[config.mk]
export PLATFORM = sky130hd
export DESIGN_NAME = ring_gen_param
export DESIGN_NICKNAME = d
export VERILOG_FILES = /design/src/rtl/ring_gen_pkg.sv /design/src/rtl/ring_gen_serializer.sv /design/src/rtl/ring_gen_param.sv
export SDC_FILE = /design/constraint.sdc
export NUM_CORES = 1
export LEC_CHECK = 0
export ABC_AREA = 0
export BUFFER_PORTS_ARGS = -buffer_cell sky130_fd_sc_hd__buf_4
export CAP_MARGIN = 20
export CORE_MARGIN = 8
export CORE_UTILIZATION = 48
export DETAILED_ROUTE_END_ITERATION = 12
export PLACE_DENSITY = 0.75
export SLEW_MARGIN = 25
export SYNTH_ARGS = -nofsm -noshare
export SYNTH_HDL_FRONTEND = slang
export SYNTH_HIERARCHICAL = 1
export SYNTH_SLANG_ARGS = --single-unit
[constraint.sdc]
create_clock -name clk -period 1.5 [get_ports clk]
set_clock_uncertainty 0.15 [all_clocks]
set_input_delay 0.3 -clock clk [delete_from_list [all_inputs] [get_ports clk]]
set_output_delay 0.3 -clock clk [all_outputs]
set_load 0.01 [all_outputs]
[src/rtl/ring_gen_pkg.sv]
// ring_gen_pkg: shared defaults, legal parameter ranges and the INJ_POS distinctness check for ring_gen_param
package ring_gen_pkg;
  localparam logic [15:0] DEF_POLY = 16'h0491;
  localparam logic [31:0] DEF_INJ_POS = {8'd14, 8'd11, 8'd9, 8'd0};
  localparam int WIDTH_MIN = 8;
  localparam int WIDTH_MAX = 64;
  localparam int N_OSC_MIN = 1;
  localparam int N_OSC_MAX = 8;
  localparam int OUT_W_MIN = 1;
  localparam int OUT_W_MAX = 32;
  localparam int REP_MIN = 2;
  localparam int REP_MAX = 255;
  function automatic bit inj_distinct(input logic [63:0] pos, input int n);
    inj_distinct = 1'b1;
    for (int a = 0; a < n; a++)
      for (int b = a + 1; b < n; b++)
        if (pos[8*a +: 8] == pos[8*b +: 8]) inj_distinct = 1'b0;
  endfunction
endpackage

[src/rtl/ring_gen_serializer.sv]
// ring_gen_serializer: MSB-first bit collector with a single-word valid/ready output and sticky overflow
module ring_gen_serializer #(
  parameter int OUT_W = 8
) (
  input  logic             clk,
  input  logic             rst,
  input  logic             shift,
  input  logic             din,
  input  logic             word_ready,
  input  logic             clr_status,
  output logic [OUT_W-1:0] word_out,
  output logic             word_valid,
  output logic             overflow
);
  localparam int CW = OUT_W > 1 ? $clog2(OUT_W) : 1;
  logic [OUT_W-1:0] sr, sr_next;
  logic [CW-1:0] cnt;
  logic done, accept;
  assign sr_next = (sr << 1) | OUT_W'(din);
  assign done = shift && cnt == CW'(OUT_W - 1);
  // a completed word is only taken if the output slot is free or draining this cycle
  assign accept = ~word_valid | word_ready;
  always_ff @(posedge clk or posedge rst) begin
    if (rst) begin
      sr <= '0;
      cnt <= '0;
      word_out <= '0;
      word_valid <= 1'b0;
      overflow <= 1'b0;
    end else begin
      if (shift) begin
        sr <= sr_next;
        cnt <= done ? '0 : cnt + CW'(1);
      end
      if (done && accept) begin
        word_out <= sr_next;
        word_valid <= 1'b1;
      end else if (word_valid && word_ready) word_valid <= 1'b0;
      overflow <= (done & ~accept) | (overflow & ~clr_status);
    end
  end
endmodule

[src/rtl/ring_gen_param.sv]
// ring_gen_param: Galois ring generator with oscillator injection, word serialiser and optional
// repetition health test (enabled by defining RING_GEN_HEALTH_EN).
module ring_gen_param
  import ring_gen_pkg::*;
#(
  parameter int                 WIDTH     = 16,
  parameter logic [WIDTH-1:0]   POLY      = WIDTH'(DEF_POLY),
  parameter int                 N_OSC     = 4,
  parameter logic [8*N_OSC-1:0] INJ_POS   = (8*N_OSC)'(DEF_INJ_POS),
  parameter int                 OUT_W     = 8,
  parameter int                 REP_LIMIT = 32
) (
  input  logic             clk,
  input  logic             rst,
  input  logic             en,
  input  logic             load,
  input  logic [WIDTH-1:0] seed,
  input  logic [N_OSC-1:0] osc_in,
  output logic             bit_out,
  output logic [OUT_W-1:0] word_out,
  output logic             word_valid,
  input  logic             word_ready,
  input  logic             clr_status,
  output logic             overflow,
  output logic             health_alarm
);
  if (WIDTH < WIDTH_MIN || WIDTH > WIDTH_MAX || N_OSC < N_OSC_MIN || N_OSC > N_OSC_MAX ||
      OUT_W < OUT_W_MIN || OUT_W > OUT_W_MAX || REP_LIMIT < REP_MIN || REP_LIMIT > REP_MAX ||
      !inj_distinct(64'(INJ_POS), N_OSC)) begin : g_bad_param
    $error("ring_gen_param: illegal parameter set");
  end
  logic [WIDTH-1:0] q, inj, q_next;
  logic shift;
  assign shift = en & ~load;
  assign bit_out = q[WIDTH-1];
  always_comb begin
    inj = '0;
    for (int i = 0; i < WIDTH; i++)
      for (int k = 0; k < N_OSC; k++)
        if (INJ_POS[8*k +: 8] == 8'(i)) inj[i] = osc_in[k];
    // stage 0 always takes feedback, so POLY[0] is forced
    q_next = {q[WIDTH-2:0], 1'b0} ^ ({POLY[WIDTH-1:1], 1'b1} & {WIDTH{bit_out}}) ^ inj;
  end
  always_ff @(posedge clk or posedge rst) begin
    if (rst) q <= '0;
    else if (load) q <= seed;
    else if (en) q <= q_next;
  end
  ring_gen_serializer #(.OUT_W(OUT_W)) u_ser (
    .clk(clk),
    .rst(rst),
    .shift(shift),
    .din(bit_out),
    .word_ready(word_ready),
    .clr_status(clr_status),
    .word_out(word_out),
    .word_valid(word_valid),
    .overflow(overflow)
  );
`ifdef RING_GEN_HEALTH_EN
  logic prev_bit, rep_hit;
  logic [7:0] rep_cnt, rep_next;
  // counter saturates at the limit; zero marks "no bit captured yet"
  assign rep_next = (rep_cnt == 8'd0 || bit_out != prev_bit) ? 8'd1 :
                    (rep_cnt == 8'(REP_LIMIT) ? rep_cnt : rep_cnt + 8'd1);
  assign rep_hit = shift && rep_next == 8'(REP_LIMIT);
  always_ff @(posedge clk or posedge rst) begin
    if (rst) begin
      prev_bit <= 1'b0;
      rep_cnt <= '0;
      health_alarm <= 1'b0;
    end else begin
      if (shift) begin
        prev_bit <= bit_out;
        rep_cnt <= rep_next;
      end
      health_alarm <= rep_hit | (health_alarm & ~clr_status);
    end
  end
`else
  assign health_alarm = 1'b0;
`endif
endmodule

; ---- After elaboration in Yosys (flattened, before gate mapping)
; Index checks and enable logic that the tools add are counted.
; W data, S select, Z words.
[classes]
n_shift = 0
bitwise = 12
n_reduce_logical = 5
n_addsub = 1
mul = 0
div_mod_pow = 0
eq_ne = 1
n_mux = 5
n_lt_le_gt_ge = 0
[op_table]
columns = cell, count
row1 = $mux W16, 2
row2 = $xor A16 B11 Y16, 1
row3 = $xor A16 B15 Y16, 1
row4 = $or A8 B1 Y8, 1
row5 = $not A1 Y1, 4
row6 = $reduce_bool A2 Y1, 2
row7 = $add A3 B1 Y3 const B, 1
row8 = $and A1 B1 Y1, 3
row9 = $eq A3 B3 Y1 const B, 1
row10 = $logic_and A1 B1 Y1, 3
row11 = $mux W3, 1
row12 = $mux W1, 2
row13 = $or A1 B1 Y1, 2
[totals]
output_inout_bits = 12
romBits = 0
latchBits = 0
mem_count = 0
mem_bits_rw = 0
inputBits = 26
register_bits = 36
elab_cells = 30

; ---- Longest topological paths before layout
[logic_depth]
word_depth = 5
mapped_depth = 9
depth_no_buf = 5

; ---- Modules after synthesis
; The synthesis kept the hierarchy.
[modules_own_cells]
columns = module, cells_each, area_per_inst_um2, seq_area_each_um2, instances
row1 = ring_gen_param, 83, 854.6, 400.4, 1
row2 = ring_gen_serializer, 51, 848.3, 500.5, 1

; ---- Worst setup path before layout
; OpenSTA, ideal clock, no wires.
[synth_timing]
path_kind = input to register
startpoint = input en
endpoint = register u_ser.word_out[0]
cell_stages = 9
n_path_buf = 4
t_arrival_ps = 1445
required_time_ps = 1225
path_slack_ps = -220
setup_time_ps = 125
cell_sequence = buf_6 nand2b_1 clkbuf_1 inv_1 buf_6 nand2_4 nor2b_4 buf_12 mux2_4
[synth_via]
elab_chain_len = 3
[synth_rtl]
columns = element, line
row1 = "start, declared", ring_gen_param.sv:15  ; input logic en,
row2 = $and A1 B1 Y1, ring_gen_param.sv:34  ; assign shift = en & ~load;
row3 = named net shift, ring_gen_param.sv:33  ; logic shift;
row4 = $logic_and A1 B1 Y1, ring_gen_serializer.sv:20  ; assign done = shift && cnt == CW'(OUT_W - 1);
row5 = $logic_and A1 B1 Y1, ring_gen_serializer.sv:35  ; if (done && accept) begin
row6 = "end signal, assigned", ring_gen_serializer.sv:36  ; word_out <= sr_next;
row7 = "end, declared", ring_gen_serializer.sv:11  ; output logic [OUT_W-1:0] word_out,
; The timed path passes the listed nets, and every way through them passes these cells.
; A chain may end at the register's enable or synchronous reset.

; ---- Worst setup path after layout
[layout_timing]
startpoint = register u_ser.cnt[1]
endpoint = register u_ser.word_out[6]
[layout_via]
elab_chain_len = 3
[layout_rtl]
columns = element, line
row1 = "start, declared", ring_gen_serializer.sv:17  ; logic [CW-1:0] cnt;
row2 = "start signal, assigned", ring_gen_serializer.sv:33  ; cnt <= done ? '0 : cnt + CW'(1);
row3 = $eq A3 B3 Y1, ring_gen_serializer.sv:20
row4 = $logic_and A1 B1 Y1, ring_gen_serializer.sv:20
row5 = $logic_and A1 B1 Y1, ring_gen_serializer.sv:35
; Every way passes these cells.

==> key figures <==
Min path
  – Hold Path Cell Cnt: 3
  – Hold WC Path Type: input pin to register
  – Hold Path End: q[12]
  – Hold Path Origin: seed[12]

Synthesis
  – Synth cell types: 26
  – Top cell type's share of synthesized area: 52.9%
  – Synth Cell Area: between 1500 and 2000 um2
  – Syn nets: 162
  – Mapped Cells: between 100 and 150
  – Area contributors post-synth: dfrtp_1 53%, mux2_4 7.1%, mux2i_1 5.3%, mux2_2 5.3%, nand2_1 3.7%
  – Commonest cells post-synth: 36 x dfrtp_1, 17 x nand2_1, 9 x mux2i_1, 9 x o21ai_0
  – Syn Area/Cell: 12.7 um2
  – Yosys warnings: 6
  – Post-synth ARST share: 100%
  – EDFF count, synth: 0
  – Dominant register cell in the synthesized netlist: dfrtp_1
  – Leading area contributor after synthesis: dfrtp_1
  – Most numerous cell in the Yosys netlist: dfrtp_1
  – Seq cells post-synth: 36
  – Sequential area share after synthesis: a little over half

Worst setup path
  – CP Max Fanout: 6
  – CP arrival: between 1.5 and 2 ns
  – Worst r2r src: u_ser/cnt[1]
  – Worst setup path start: u_ser/cnt[1]
  – Required time of the critical path: around 1.6 ns
  – Setup slack, reg-to-reg: -0.11 ns
  – Worst Setup Start Kind: register
  – Crit Reg-Reg Endpoint: u_ser/word_out[6]
  – Critical path type: register to register
  – CP Capture Type: register
  – FF-to-FF path depth: 6

Floorplan
  – I/O Pins: 38
  – Starting Density: between 50% and 60%
  – Die X: ~76 um
  – FP Rows: 21
  – Core area: roughly 3400 um2
  – Die extent in y: around 76 um
  – Die area: between 5000 and 6000 um2

Clock tree
  – Worst-Skew Late Latency: 0.34 ns
  – CTS HTree Levels: 2
  – Reg clk slew, reported paths: 0.11 ns
  – Clock Sinks: 36
  – CTS tree: built
  – Bufs on Longest Clock Path: 2
  – CTS Buf Count: 5
  – Root Driver: clkbuf_4

Route
  – DR vias/cell: approximately 5.1
  – WL final: around 3.3 mm
  – Number of vias in the routed layout: about 1200
  – Drt first pass iters: 4
  – Starting DRC count in detailed routing: 12
  – ANT nets after route: 0
  – Residual DRC: 0
  – DR WL/cell: roughly 14 um

Place
  – Placed Cells: 215
  – Number of buffers added on ports: 36
  – HPWL after DPL: 2.57 mm
  – GPL Wtd Cong: between 0.7 and 0.8
  – Pre-CTS WS: -0.188 ns

Global routing
  – Vias in the first global route: between 1000 and 1500
  – Antenna violations before repair: 0
  – First-pass GRT wire length: between 5 and 6 mm
  – Largest net degree at the start of global routing: 25
  – GRT overflow: 0
  – Gr usage total: 13.0%

Power
  – PwrDens: roughly 1200 nW/um2
  – Leakage power: 1.09 nW
  – Total power: 2.59 mW
  – Max VDD drop: ~0.63 mV

Finish
  – Fillers: a little under 300
  – Final Net Count: roughly 210
  – # diodes: 0
  – Fin cells: 233
  – Synth-to-Final Area Change: 29.2%
  – Finished Core Util: ~65%
  – Share of cells above drive strength 1: between 40 and 50%

Timing
  – RSZ-0062 raised after global routing: yes
  – Final hold vios: 0
  – Final worst slack: -0.109 ns
  – Tmin final: around 1.6 ns
  – Final Setup Violations: 8
  – Post-route clock period utilization: 107%
  – Max Fclk: around 0.62 GHz
  – Max Slew Vio Count: 0

Status
  – Failing checks: negative setup slack
  – Status: finished with violations

Run
  – Max_cap viols: 0
[stage by stage]
stage	TNS [ns]	area, um2	hold WS, ns
final	-0.793	2200	0.00983
after global routing	-1.10	2200	0.0187
after CTS	-0.698	2170	0.00173
after detailed placement	-1.45	2030	0.180
after global placement	-0.914	2030	0.183
after floorplan	-1.01	1720	0.0637
[worst max path at each step]
stage,endpoint,slack (ns)
after floorplan,u_ser/word_out[0],-0.13
after global placement,u_ser/word_out[7],-0.11
after detailed placement,u_ser/word_out[7],-0.19
after CTS,u_ser/word_out[6],-0.1
after global routing,u_ser/word_out[6],-0.14
final,u_ser/word_out[6],-0.11
[power by group]
part	internal, mW	total (mW)	switching (mW)
registers	1.19	1.36	0.163
clock network	0.180	0.503	0.323
logic	0.475	0.734	0.259
[registers in the layout, summed over array words and instances, names as in the netlist]
signal and count:
q 16, u_ser/sr 7, u_ser/overflow 1, u_ser/word_out 8, u_ser/cnt 3, u_ser/word_valid 1
[cell usage in the layout, fill, tap and decap left out, types with 2 or more instances in the layout]
| master | synthesis | final |
|---|---|---|
| o21ai_0 | 9 | 9 |
| or3b_2 | 4 | 4 |
| buf_4 | 1 | 49 |
| a22o_1 | 2 | 2 |
| dfrtp_1 | 36 | 35 |
| mux2i_1 | 9 | 9 |
| dlygate4sd3_1 | 0 | 3 |
| inv_1 | 5 | 4 |
| nand2b_4 | 1 | 2 |
| xnor2_1 | 7 | 7 |
| clkbuf_4 | 0 | 5 |
| or3b_1 | 3 | 3 |
| o211ai_1 | 6 | 6 |
| clkinv_2 | 0 | 2 |
| mux2_2 | 8 | 8 |
| mux2_4 | 8 | 8 |
| buf_12 | 2 | 2 |
| nand2_1 | 17 | 17 |
[kinds of logic after synthesis]
logic type | after synthesis | synth area share [%]
adder cells (fa/ha/maj) | 2 | 1.47
multiplexers | 25 | 17.6
AND/OR/NAND/NOR | 29 | 10.2
XOR/XNOR | 7 | 3.60
buffers and inverters | 15 | 6.54
flip-flops | 36 | 52.9
AO/OA/AOI/OAI | 19 | 7.42
other | 1 | 0.220
[area by class of cell]
class / count / area, um2 / area share (%)
clock inverter: 3 / 18.8 / 0.853
timing repair buffer: 55 / 449 / 20.4
sequential: 36 / 902 / 41.0
inverter: 5 / 18.8 / 0.853
clock buffer: 5 / 37.5 / 1.71
multi-input combinational: 83 / 716 / 32.5
tap: 46 / 57.6 / 2.62
[critical path: stages (launching register included)]
cell,delay [ns]
dfrtp_1,0.38
ha_2,0.20
ha_4,0.15
nand2_4,0.05
nor2b_4,0.15
buf_12,0.14
mux2_4,0.29
[repair_timing]
action,in CTS,in global routing
setup endpoints to repair,9,12
endpoints found under the hold margin,38,0
hold buffers,3,0
buffers inserted,3,4
pin swaps,0,2
gates cloned,0,0
gates resized for setup,5,1
[metal layers]
layer  GRT usage [%]  up-vias  part of all wire (%)
met1            13.6      580                    39
met2            23.2       35                    52
met3            5.53        4                   8.1
met4            3.84        0                   1.0
met5               0        -                     0
li1                -      561                     -
(Power assumes the default switching activity.)
